## src/rtl/pine_bus_pkg.sv

```systemverilog
// Shared types and constants for the chip-select bus sequencer.
// Region indices follow the board memory map, decoded from addr[15:13].
package pine_bus_pkg;

    localparam int REGION_W    = 3;
    localparam int WAIT_W      = 4;
    localparam int NUM_REGIONS = 8;

    typedef enum logic [1:0] {
        ST_IDLE   = 2'd0,
        ST_SETUP  = 2'd1,
        ST_STROBE = 2'd2,
        ST_HOLD   = 2'd3
    } cs_state_e;

    localparam logic [REGION_W-1:0] REGION_ROM   = 3'd0;
    localparam logic [REGION_W-1:0] REGION_RAM0  = 3'd1;
    localparam logic [REGION_W-1:0] REGION_RAM1  = 3'd2;
    localparam logic [REGION_W-1:0] REGION_RAM2  = 3'd3;
    localparam logic [REGION_W-1:0] REGION_FLASH = 3'd4;
    localparam logic [REGION_W-1:0] REGION_EXP0  = 3'd5;
    localparam logic [REGION_W-1:0] REGION_EXP1  = 3'd6;
    localparam logic [REGION_W-1:0] REGION_IO    = 3'd7;

    function automatic int max3(input int a, input int b, input int c);
        int m;
        m = (a > b) ? a : b;
        return (m > c) ? m : c;
    endfunction

endpackage

```

## src/rtl/cs_wait_regfile.sv

```systemverilog
// Per-region wait-state register file: one 4-bit entry per region,
// synchronous write, combinational read of the region being accepted.
module cs_wait_regfile
    import pine_bus_pkg::*;
#(
    parameter logic [WAIT_W-1:0] WAIT_RST = 4'd3
) (
    input  logic                clk,
    input  logic                rst_n,
    input  logic                wr_en,
    input  logic [REGION_W-1:0] wr_sel,
    input  logic [WAIT_W-1:0]   wr_data,
    input  logic [REGION_W-1:0] rd_sel,
    output logic [WAIT_W-1:0]   rd_data
);

    logic [WAIT_W-1:0] wait_r [NUM_REGIONS];

    // Register array update; a read in the same cycle as a write sees the old value.
    always_ff @(posedge clk or negedge rst_n) begin
        if (!rst_n) begin
            for (int i = 0; i < NUM_REGIONS; i++) begin
                wait_r[i] <= WAIT_RST;
            end
        end else if (wr_en) begin
            wait_r[wr_sel] <= wr_data;
        end
    end

    assign rd_data = wait_r[rd_sel];

endmodule

```

## src/rtl/chip_select_sequencer.sv

```systemverilog
// Bus-cycle sequencer for the SN74F138 chip-select decoder: SETUP, STROBE
// and HOLD phases with a per-region programmable strobe length.
module chip_select_sequencer
    import pine_bus_pkg::*;
#(
    parameter int                SETUP_CYC = 1,
    parameter int                HOLD_CYC  = 1,
    parameter logic [WAIT_W-1:0] WAIT_RST  = 4'd3
) (
    input  logic                clk,
    input  logic                rst_n,
    input  logic                req,
    input  logic                req_we,
    input  logic [15:0]         req_addr,
    output logic                ack,
    output logic                busy,
    output logic [REGION_W-1:0] dec_abc,
    output logic                dec_g1,
    output logic                dec_g2_n,
    output logic                oe_n,
    output logic                we_n,
    input  logic                cfg_we,
    input  logic [REGION_W-1:0] cfg_sel,
    input  logic [WAIT_W-1:0]   cfg_wait
);

    localparam int CNT_MAX = max3(SETUP_CYC, HOLD_CYC, 16);
    localparam int CNT_W   = $clog2(CNT_MAX);
    localparam logic [CNT_W-1:0] SETUP_LOAD = CNT_W'(SETUP_CYC - 1);
    localparam logic [CNT_W-1:0] HOLD_LOAD  = CNT_W'(HOLD_CYC - 1);
    localparam logic [CNT_W-1:0] CNT_ONE    = CNT_W'(1'b1);

    cs_state_e           state_r, state_s;
    logic [CNT_W-1:0]    cnt_r, cnt_s;
    logic [REGION_W-1:0] region_r, region_s;
    logic                we_r, we_s;
    logic [WAIT_W-1:0]   wcnt_r, wcnt_s;
    logic [WAIT_W-1:0]   wait_rd_s;

    logic                ack_s, busy_s, g1_s, oe_n_s, we_n_s;
    logic [REGION_W-1:0] abc_s;

    logic unused_addr_s;
    assign unused_addr_s = ^req_addr[12:0];

    cs_wait_regfile #(
        .WAIT_RST (WAIT_RST)
    ) u_wait_regfile (
        .clk     (clk),
        .rst_n   (rst_n),
        .wr_en   (cfg_we),
        .wr_sel  (cfg_sel),
        .wr_data (cfg_wait),
        .rd_sel  (req_addr[15:13]),
        .rd_data (wait_rd_s)
    );

    // Next-state and phase-counter logic; the counter counts down to zero in each phase.
    always_comb begin
        state_s  = state_r;
        cnt_s    = cnt_r;
        region_s = region_r;
        we_s     = we_r;
        wcnt_s   = wcnt_r;
        case (state_r)
            ST_IDLE: begin
                if (req) begin
                    region_s = req_addr[15:13];
                    we_s     = req_we;
                    wcnt_s   = wait_rd_s;
                    cnt_s    = SETUP_LOAD;
                    state_s  = ST_SETUP;
                end else begin
                    state_s  = ST_IDLE;
                end
            end
            ST_SETUP: begin
                if (cnt_r == '0) begin
                    cnt_s   = CNT_W'(wcnt_r);
                    state_s = ST_STROBE;
                end else begin
                    cnt_s   = cnt_r - CNT_ONE;
                end
            end
            ST_STROBE: begin
                if (cnt_r == '0) begin
                    cnt_s   = HOLD_LOAD;
                    state_s = ST_HOLD;
                end else begin
                    cnt_s   = cnt_r - CNT_ONE;
                end
            end
            ST_HOLD: begin
                if (cnt_r == '0) begin
                    state_s = ST_IDLE;
                end else begin
                    cnt_s   = cnt_r - CNT_ONE;
                end
            end
            default: begin
                state_s = ST_IDLE;
                cnt_s   = '0;
            end
        endcase
    end

    // Output values for the coming cycle, derived from the next state so they register in step with it.
    always_comb begin
        busy_s = 1'b0;
        abc_s  = region_s;
        g1_s   = 1'b0;
        oe_n_s = 1'b1;
        we_n_s = 1'b1;
        ack_s  = 1'b0;
        if (state_s != ST_IDLE) begin
            busy_s = 1'b1;
        end else begin
            busy_s = 1'b0;
        end
        if (state_s == ST_STROBE) begin
            g1_s   = 1'b1;
            oe_n_s = we_s;
            we_n_s = !we_s;
        end else begin
            g1_s   = 1'b0;
            oe_n_s = 1'b1;
            we_n_s = 1'b1;
        end
        if ((state_s == ST_HOLD) && (cnt_s == '0)) begin
            ack_s = 1'b1;
        end else begin
            ack_s = 1'b0;
        end
    end

    // State, transaction context and registered pin outputs.
    always_ff @(posedge clk or negedge rst_n) begin
        if (!rst_n) begin
            state_r  <= ST_IDLE;
            cnt_r    <= '0;
            region_r <= 3'd0;
            we_r     <= 1'b0;
            wcnt_r   <= 4'd0;
            ack      <= 1'b0;
            busy     <= 1'b0;
            dec_abc  <= 3'd0;
            dec_g1   <= 1'b0;
            dec_g2_n <= 1'b1;
            oe_n     <= 1'b1;
            we_n     <= 1'b1;
        end else begin
            state_r  <= state_s;
            cnt_r    <= cnt_s;
            region_r <= region_s;
            we_r     <= we_s;
            wcnt_r   <= wcnt_s;
            ack      <= ack_s;
            busy     <= busy_s;
            dec_abc  <= abc_s;
            dec_g1   <= g1_s;
            dec_g2_n <= !g1_s;
            oe_n     <= oe_n_s;
            we_n     <= we_n_s;
        end
    end

endmodule

```

## config.mk

```make
export PLATFORM = sky130hd
export DESIGN_NAME = chip_select_sequencer
export DESIGN_NICKNAME = d
export VERILOG_FILES = /design/src/rtl/pine_bus_pkg.sv /design/src/rtl/cs_wait_regfile.sv /design/src/rtl/chip_select_sequencer.sv
export SDC_FILE = /design/constraint.sdc
export NUM_CORES = 1
export LEC_CHECK = 0
export CORE_MARGIN = 4
export CORE_UTILIZATION = 45
export CTS_CLUSTER_DIAMETER = 100
export DETAILED_ROUTE_END_ITERATION = 10
export GPL_TIMING_DRIVEN = 0
export HOLD_SLACK_MARGIN = 0.02
export PLACE_DENSITY = 0.71
export SLEW_MARGIN = 20
export SYNTH_ARGS = -nofsm -noshare
export SYNTH_HDL_FRONTEND = slang
export SYNTH_SLANG_ARGS = --single-unit
```

## constraint.sdc

```tcl
create_clock -name clk -period 2.1 [get_ports clk]
set_input_delay 0.63 -clock clk [delete_from_list [all_inputs] [get_ports clk]]
set_output_delay 0.63 -clock clk [all_outputs]
set_load 0.01 [all_outputs]
```

# Word-level counts from Yosys, hierarchy flattened
# Index checks and enable logic that the tools add are counted.
# word_totals
reg_bits,52
# classes
n_addsub,1
order_cmp,3
eq_ne,5
muxes,23
n_bitwise,2
n_reduce_logical,9
# ops
operator,n
32-bit bitwise mux,1
4-bit 2-to-1 mux,7
4-bit one-hot mux with 4 select lines,1
4-bit binary-select mux with 3-bit select,1
4-bit demux with 3-bit select,1
"2-bit == test, second input constant",4
"4-bit >= comparator, second input constant",2
4-bit logical NOT,2
1-bit 2-to-1 mux,8
3-bit inverter with 4-bit output,2
2-bit one-hot mux with 4 select lines,1
2-bit 2-to-1 mux,3
"4-bit by 1-bit < comparator with 1-bit output, second input constant",1
"4-bit by 1-bit subtractor with 4-bit output, second input constant",1
"2-bit by 1-bit == test with 1-bit output, second input constant",1
1-bit logical AND,2
1-bit logical NOT,2
2-bit logical NOT,1
2-bit AND reduction,1
2-bit nonzero test,1

# Longest topological paths before layout
# logic_depth
depth_word,6
depth_mapped,10
depth_no_buf,8

# Modules after synthesis
# From an unflattened synthesis, not the netlist that was laid out.
# hier_totals
cells_unflattened,161
hier_area_um2,2452.4
# modules_own_cells
module,n_inst,cells_each,area_per_inst_um2
cs_wait_regfile,1,86,1545.2
chip_select_sequencer,1,75,907.1

# Least setup slack after synthesis
# Ideal clock, no wire load.
# synth_path
path_kind,register to register
start,register cnt_r[0]
end,register ack
setup_ns,0.137
arrival_ns,2.079
setup_slack_ns,-0.115
path_stages_with_launch,11
path_cell_list,dfrtp_1 inv_1 ha_1 buf_4 or3b_1 buf_6 ha_1 nand2_1 o21ai_0 a221oi_2 nor4_2
# synth_between
elab_chain_len,6
elab_cells_between_ends,15
# synth_rtl
item,line,rtl
start: declaration,chip_select_sequencer.sv:34,"logic [CNT_W-1:0] cnt_r, cnt_s;"
start signal: assignment,chip_select_sequencer.sv:153,cnt_r <= cnt_s;
4-bit by 1-bit subtractor with 4-bit output / 4-bit logical NOT (equally long branches),--,
"4-bit 2-to-1 mux, on equally long branches","chip_select_sequencer.sv:94, chip_select_sequencer.sv:78, chip_select_sequencer.sv:86",
4-bit one-hot mux with 4 select lines *,chip_select_sequencer.sv:65,case (state_r)
net cnt_s[0],chip_select_sequencer.sv:34,
4-bit logical NOT *,chip_select_sequencer.sv:129,if ((state_s == ST_HOLD) && (cnt_s == '0)) begin
1-bit logical AND *,chip_select_sequencer.sv:129,
1-bit 2-to-1 mux *,chip_select_sequencer.sv:129,
net ack_s,chip_select_sequencer.sv:40,"logic ack_s, busy_s, g1_s, oe_n_s, we_n_s;"
end signal: assignment,chip_select_sequencer.sv:157,ack <= ack_s;
end: declaration,chip_select_sequencer.sv:15,"output logic ack,"
# Mark *: on every way through the listed nets, which the timed path passes. The rest lies on a longest branch.
# A chain may end at the register's enable or synchronous reset.

# Worst setup path in the final report
# layout_path
start,input cfg_sel[2]
end,register u_wait_regfile.wait_r[22] (netlist bit)
# layout_between
elab_chain_len,6
elab_cells_between_ends,7
# layout_rtl
item,line,rtl
start: declaration,chip_select_sequencer.sv:23,"input logic [REGION_W-1:0] cfg_sel,"
3-bit inverter with 4-bit output (not written as such) *,cs_wait_regfile.sv:26,wait_r[wr_sel] <= wr_data;
4-bit >= comparator (not written as such) / 4-bit by 1-bit < comparator with 1-bit output (equally long branches),cs_wait_regfile.sv:26,
1-bit logical AND (not written as such),cs_wait_regfile.sv:26,
4-bit 2-to-1 mux (not written as such),cs_wait_regfile.sv:26,
4-bit demux with 3-bit select *,cs_wait_regfile.sv:26,
32-bit bitwise mux *,cs_wait_regfile.sv:26,
end signal: indexed assignment,cs_wait_regfile.sv:26,
end: declaration,cs_wait_regfile.sv:17,logic [WAIT_W-1:0] wait_r [NUM_REGIONS];
# Every way passes the cells marked *; elsewhere a longest branch is shown, timed or not.

==> results.toml <==
[grt]
grtUsageTotal_pct = 15.5
grt_pass1_vias = 1673
antenna_found_initial = 0
overflow = 0
grt_pass1_wl_mm = 7.79
grt_max_degree = 35

[power]
pwr_density_cell_nw_per_um2 = 1240
power_mw = 3.68
leakagePower_nw = 1.19
peakVddDrop_mv = 0.514

[place]
pre_cts_slack_ns = -0.416
place_hpwl_mm = 3.39
globalplace.congestion = 0.841
dpl_cell_area_um2 = 2770
numPortBuffers = 20

[yosys]
yosys_warnings = 0
synthArstFlopShare_pct = 100
mappedNetlistNets = 206
synth-seq-area-share_pct = 54.1
syn_area_um2 = 2450
ys_seq_elements = 52
synth-edff-count = 0
postSynthAreaPerCell_um2 = 13.9
synth.distinct_cells = 41
synth_ff_type = "dfrtp_1"
netlist_instances = 176

[cells_and_area]
fin_area_um2 = 2970
seq_area_um2 = 1330
mostFrequentLayoutCells = "mux2_2 (33), dfrtp_1 (33), dfstp_2 (19), clkdlybuf4s50_1 (19)"
num-fill-cells = 432
antennaDiodeCount = 0
area_delta_synth_final_pct = 21.3
layout.nets = 241
drive_gt1_share_pct = 46.2
final_util_pct = 57.0
multiInputGateArea_um2 = 1090

[timing]
max-slew-margin-rel_pct = 57.1
tightest_slew_ns = 0.638
rsz0062_at_grt = "no"
fmax_ghz = 0.494
slew_violations = 0
hold_viol = 0
setup_viol = 0
skew_ns = 0.00663
fin_crit_sh_pct = 96.3
postLayoutSetupSlackWorst_ns = 0.0773
min_period_ns = 2.02

[worst_setup_path]
required_ns = 2.28
worstPathMaxFanout = 6
cp-end-kind = "flip-flop"
r2r_end = "ack"
cp-startpoint = "cfg_sel[2]"
path_class = "primary input to flip-flop"
rrSetupSlack_ns = 0.10
reg2reg_depth = 8
arrival_ns = 2.21
reg2reg_from = "cnt_r[0]"
cp-start-kind = "primary input"

[routing]
vias = 1573
antenna_left = 0
drc = 0
firstDrtPassIters = 4
drt_iter0_markers = 79
post_drt_wl_per_cell_um = 16.4
viasPerCell = 5.58
drt_wl_total_mm = 4.62

[cts]
cts-root-buf = "clkbuf_8"
cts_buffers = 5
clk_latency_ns = 0.30
cts_tree = "yes"
clock_path_buffers = 2
clk_pin_slew_ns = 0.08
clock-sinks = 52
htreeDepth = 2

[min_path]
hold_path.class = "primary input to async pin"

[floorplan]
die_w_um = 81.8
coreArea_um2 = 5200
io_pins = 37
rows = 26
start_util_pct = 47.0
die-area_um2 = 6690
die_h_um = 81.8

[run]
maxCapViolCount = 0

[run_status]
status = "finished, final reports clean"
[final cells by class]
class	count	area share, %
plain buffers	7	1.26
repair buffers	30	9.65
inverters	7	0.885
clock inverters	2	1.14
multi-input cells	108	36.7
clock buffers	6	2.78
flip-flops and latches	52	44.6
well taps	70	2.95
[state kept, by name (all words and copies together) (netlist names), 2 cells and up]
name,cells
u_wait_regfile.wait_r,32
cnt_r,4
wcnt_r,4
region_r,3
state_r,2
[worst max-delay path, stage by stage]
cell and delay, ns:
clkdlybuf4s50_1 0.51, nand2b_1 0.25, nor3b_2 0.42, mux2_2 0.39
[kinds of logic (layout without fill, tap and decap cells)]
group           Yosys count  in the layout  synth area share (%)
xor+xnor                  1              1                 0.358
compound gates           20             20                  6.49
simple gates             36             36                  8.69
mux                      49             49                  26.0
fa+ha+maj                 2              2                  1.02
buf+inv                  16             52                  3.37
flops                    52             52                  54.1
[synth_stat cells, types with 3 or more instances]
library cell / number / area, um^2
inv_1: 5 / 18.8
dfstp_2: 19 / 499
nand2b_1: 3 / 18.8
mux4_2: 8 / 180
o21ai_0: 3 / 15.0
buf_2: 3 / 15.0
dfrtp_1: 33 / 826
mux2_1: 3 / 33.8
nand4b_1: 3 / 26.3
mux2_2: 33 / 372
nand2_1: 5 / 18.8
mux2i_1: 5 / 50.1
a21oi_1: 7 / 35.0
nor2_1: 8 / 30.0
nor3_1: 5 / 25.0
[where the power goes]
part / internal, mW / total, mW / switching (mW)
registers: 1.38 / 1.56 / 0.179
logic: 0.785 / 1.44 / 0.656
clock network: 0.384 / 0.688 / 0.305
total: 2.55 / 3.68 / 1.14
[worst max path at each step]
stage | endpoint | slack, ns | depth (start not counted)
floorplan | ack | 0.02 | 10
global placement | u_wait_regfile.wait_r[15] | -0.95 | 1
detailed placement | u_wait_regfile.wait_r[22] | -0.42 | 4
CTS | ack | -0.03 | 9
global route | ack | 0.03 | 8
finish | u_wait_regfile.wait_r[22] | 0.08 | 4
[timing repair]
item                       4_1_cts  5_1_grt
resized for setup                3        6
setup endpoints to repair        8        5
pin swaps                        2        4
setup buffers                    4        5
hold buffers                     0        0
[stage by stage]
stage | hold WS (ns) | cells | setup TNS, ns
final | 0.265 | 282 | 0
after global routing | 0.272 | 282 | 0
after CTS | 0.266 | 278 | -0.0314
after detailed placement | 0.416 | 267 | -5.03
after global placement | 0.392 | 266 | -43.88
after floorplan | 0.334 | 176 | 0
[layer usage]
| layer | part of all wire, % | global-route usage, % | up-vias |
|---|---|---|---|
| met5 | 0 | 0 | - |
| met3 | 4.6 | 3.62 | 4 |
| li1 | - | - | 720 |
| met4 | 0.84 | 5.15 | 0 |
| met1 | 40 | 17.1 | 799 |
| met2 | 55 | 29.1 | 50 |
(Power assumes the default switching activity.)
==> RTL change, RTL diff (same settings) <==
Set the package constant `WAIT_W` to 5 (it was 4).
--- a/src/rtl/pine_bus_pkg.sv
+++ b/src/rtl/pine_bus_pkg.sv
@@ -3,7 +3,7 @@
 package pine_bus_pkg;
 
     localparam int REGION_W    = 3;
-    localparam int WAIT_W      = 4;
+    localparam int WAIT_W      = 5;
     localparam int NUM_REGIONS = 8;
 
     typedef enum logic [1:0] {
Ports: changed (resized cfg_wait); port bits go from 37 to 38. The function was not compared with the original's and may differ.
==> RTL change against the unedited design <==
Global-route usage rose by 0.33 points. Largest cell class unchanged. Clock power fell by 18%. Combinational power fell by 9.7%. Worst hold slack improved by 0.028 ns. Power fell by 7.5%. Wire length fell by 2.5%. Critical endpoint is now u_wait_regfile.wait_r[33]$_DFFE_PN0P_. Largest power group unchanged. Count of clock-buffer cells in the layout did not move. Setup slack improved by 0.031 ns. Synthesized area fell by 2.3%. Design area fell by 2.8%. Utilization fell by 0.88 points. Sequential cell count did not move.
==> RTL change: results (changes against the unedited design) <==
cells_and_area:
  diodes: 0  # unchanged
  fill_cells: 432  # unchanged
  reg_top3: "u_wait_regfile.wait_r: 32 flops, cnt_r: 4 flops, wcnt_r: 4 flops"  # unchanged
  final_nets: 237  # was 241
  drive_gt1_frac: 0.488  # was 0.462
place:
  gp_congestion: 0.772  # was 0.841
  port_buffers: 20  # unchanged
  place_ws_ns: -0.393  # was -0.416 ns
  dp.final_hpwl_um: 3400  # was 3390 µm
clock_tree:
  clock_path_buffers: 2  # unchanged
  htreeDepth: 2  # unchanged
  insertion_delay_ns: 0.30  # about the same
  cts.root.buffer_cell: "clkbuf_8"  # unchanged
timing:
  worstMarginPinSlew_ns: 0.520  # was 0.638 ns
  clock_skew_ns: 0.00378  # was 0.00663 ns
setup_path:
  slowest_stage: "clkdlybuf4s50_1"  # unchanged
  crit_family: "simple AND/OR/NAND/NOR gates"  # unchanged
  path_max_fanout: 6  # unchanged
  crit_start: "cfg_sel[1]"  # was cfg_sel[2]
  r2r_start: "cnt_r[0]$_DFF_PN0_"  # unchanged
  critical-path-max-stage-delay_ns: 0.49  # was 0.51 ns
  arrival_ns: 2.18  # was 2.21 ns
synthesis:
  synthMuxAreaShare: 0.281  # was 0.260
  synth.distinct_cells: 36  # was 41
  synthTopCellsByCount: "36 x mux2_2, 33 x dfrtp_1, 19 x dfstp_2, 12 x nand2_1, 9 x mux4_2"  # was 33 x dfrtp_1, 33 x mux2_2, 19 x dfstp_2, 8 x mux4_2, 8 x nor2_1
  synth_fa_ha_area_frac: 0.0105  # was 0.0102
  ys.warnings.count: 0  # unchanged
  yosysSeqAreaShare: 0.554  # was 0.541
  synth_compound_area_frac: 0.0324  # was 0.0649
  synthArstFlopShare: 1.00  # unchanged
  synthXorXnorAreaFrac: 0.00732  # was 0.00358
  synth.area.top_cells: "dfrtp_1 35%, dfstp_2 21%, mux2_2 17%"  # was dfrtp_1 34%, dfstp_2 20%, mux2_2 15%
  syn-num-nets: 201  # was 206
detailed_routing:
  via_per_inst: 5.40  # was 5.58
  wl_per_cell_um: 16.3  # was 16.4 µm
  drt-initial-drc-count: 55  # was 79
power:
  p_per_area_nw_per_um2: 1180  # was 1240 nW/µm²
  ir_drop_mv: 0.404  # was 0.514 mV
  leakage_nw: 1.18  # was 1.19 nW
global_route:
  grt_pass1_wl_um: 7870  # was 7790 µm
  globalRouteTotalUtil: 0.159  # was 0.155
  grt_max_degree: 31  # was 35
  grt_pass1_vias: 1589  # was 1673
status:
  status: "finished, final reports clean"  # unchanged
## RTL change: cell count changes after synthesis, moves of 2 or more
cell     change
a21oi_1      -5
and2_1       -2
inv_2        -2
mux2_1       -3
mux2_2       +3
nand2_1      +7
nor2_1       -3
o21ai_0      +3
o41ai_1      -2
## RTL change: final timing paths
kind | cells past startpoint | slack [ns] | endpoint
max in group asynchronous | 2 | 1.20 | u_wait_regfile.wait_r[30]$_DFFE_PN1P_
hold reg to reg | 1 | 0.41 | we_n$_DFF_PN1_
min in group clk | 1 | 0.41 | we_n$_DFF_PN1_
setup reg to reg | 8 | 0.11 | ack$_DFF_PN0_
setup / recovery | 4 | 0.11 | u_wait_regfile.wait_r[33]$_DFFE_PN0P_
hold / removal | 1 | 0.29 | cnt_r[0]$_DFF_PN0_
## RTL change: cell families after synthesis
family,Yosys count
buffers and inverters,12
adders and majority gates,2
DFF,52
muxes,51
xor gates and xnor gates,2
AOI/OAI and AO/OA,13
and+or+nand+nor,38
## RTL change: per-stage QoR
stage | cell area [µm²] | utilization | TNS (ns) | std cells | total power [mW]
after floorplan | 2400 | - | 0 | 170 | 2.32
after global placement | 2690 | 0.523 | -41.24 | 260 | 2.62
after detailed placement | 2700 | 0.526 | -5.43 | 261 | 2.71
after CTS | 2830 | 0.550 | 0 | 270 | 3.34
after global routing | 2890 | 0.562 | 0 | 277 | 3.66
final | 2890 | 0.562 | 0 | 277 | 3.41
## RTL change: power by group
group | switching (mW) | internal, mW | leakage (nW) | total, mW
Sequential | 0.177 | 1.36 | 0.598 | 1.54
Combinational | 0.552 | 0.749 | 0.534 | 1.30
Clock | 0.303 | 0.263 | 0.0510 | 0.566
Total | 1.03 | 2.38 | 1.18 | 3.41
## RTL change: what timing repair did
action,4_1_cts,5_1_grt
setup buffers,1,7
resized for setup,8,1
endpoints found under the hold margin,0,0
pin swaps,1,2
endpoints found under the setup margin,12,2
## RTL change: layer usage
layer / vias up / wire [µm] / global-route usage
li1: 695 / - / -
met1: 767 / 1820 / 0.188
met2: 29 / 2470 / 0.286
met3: 6 / 171 / 0.0366
met4: 0 / 51 / 0.0473
met5: - / 0 / 0
## RTL change: final cells by class
| class | instances | share of cell area |
|---|---|---|
| sequential | 52 | 0.459 |
| multi-input combinational | 106 | 0.363 |
| timing repair buffer | 29 | 0.0954 |
| tap | 70 | 0.0303 |
| clock buffer | 6 | 0.0286 |
| buffer | 6 | 0.0126 |
| inverter | 6 | 0.00780 |
| clock inverter | 2 | 0.00347 |
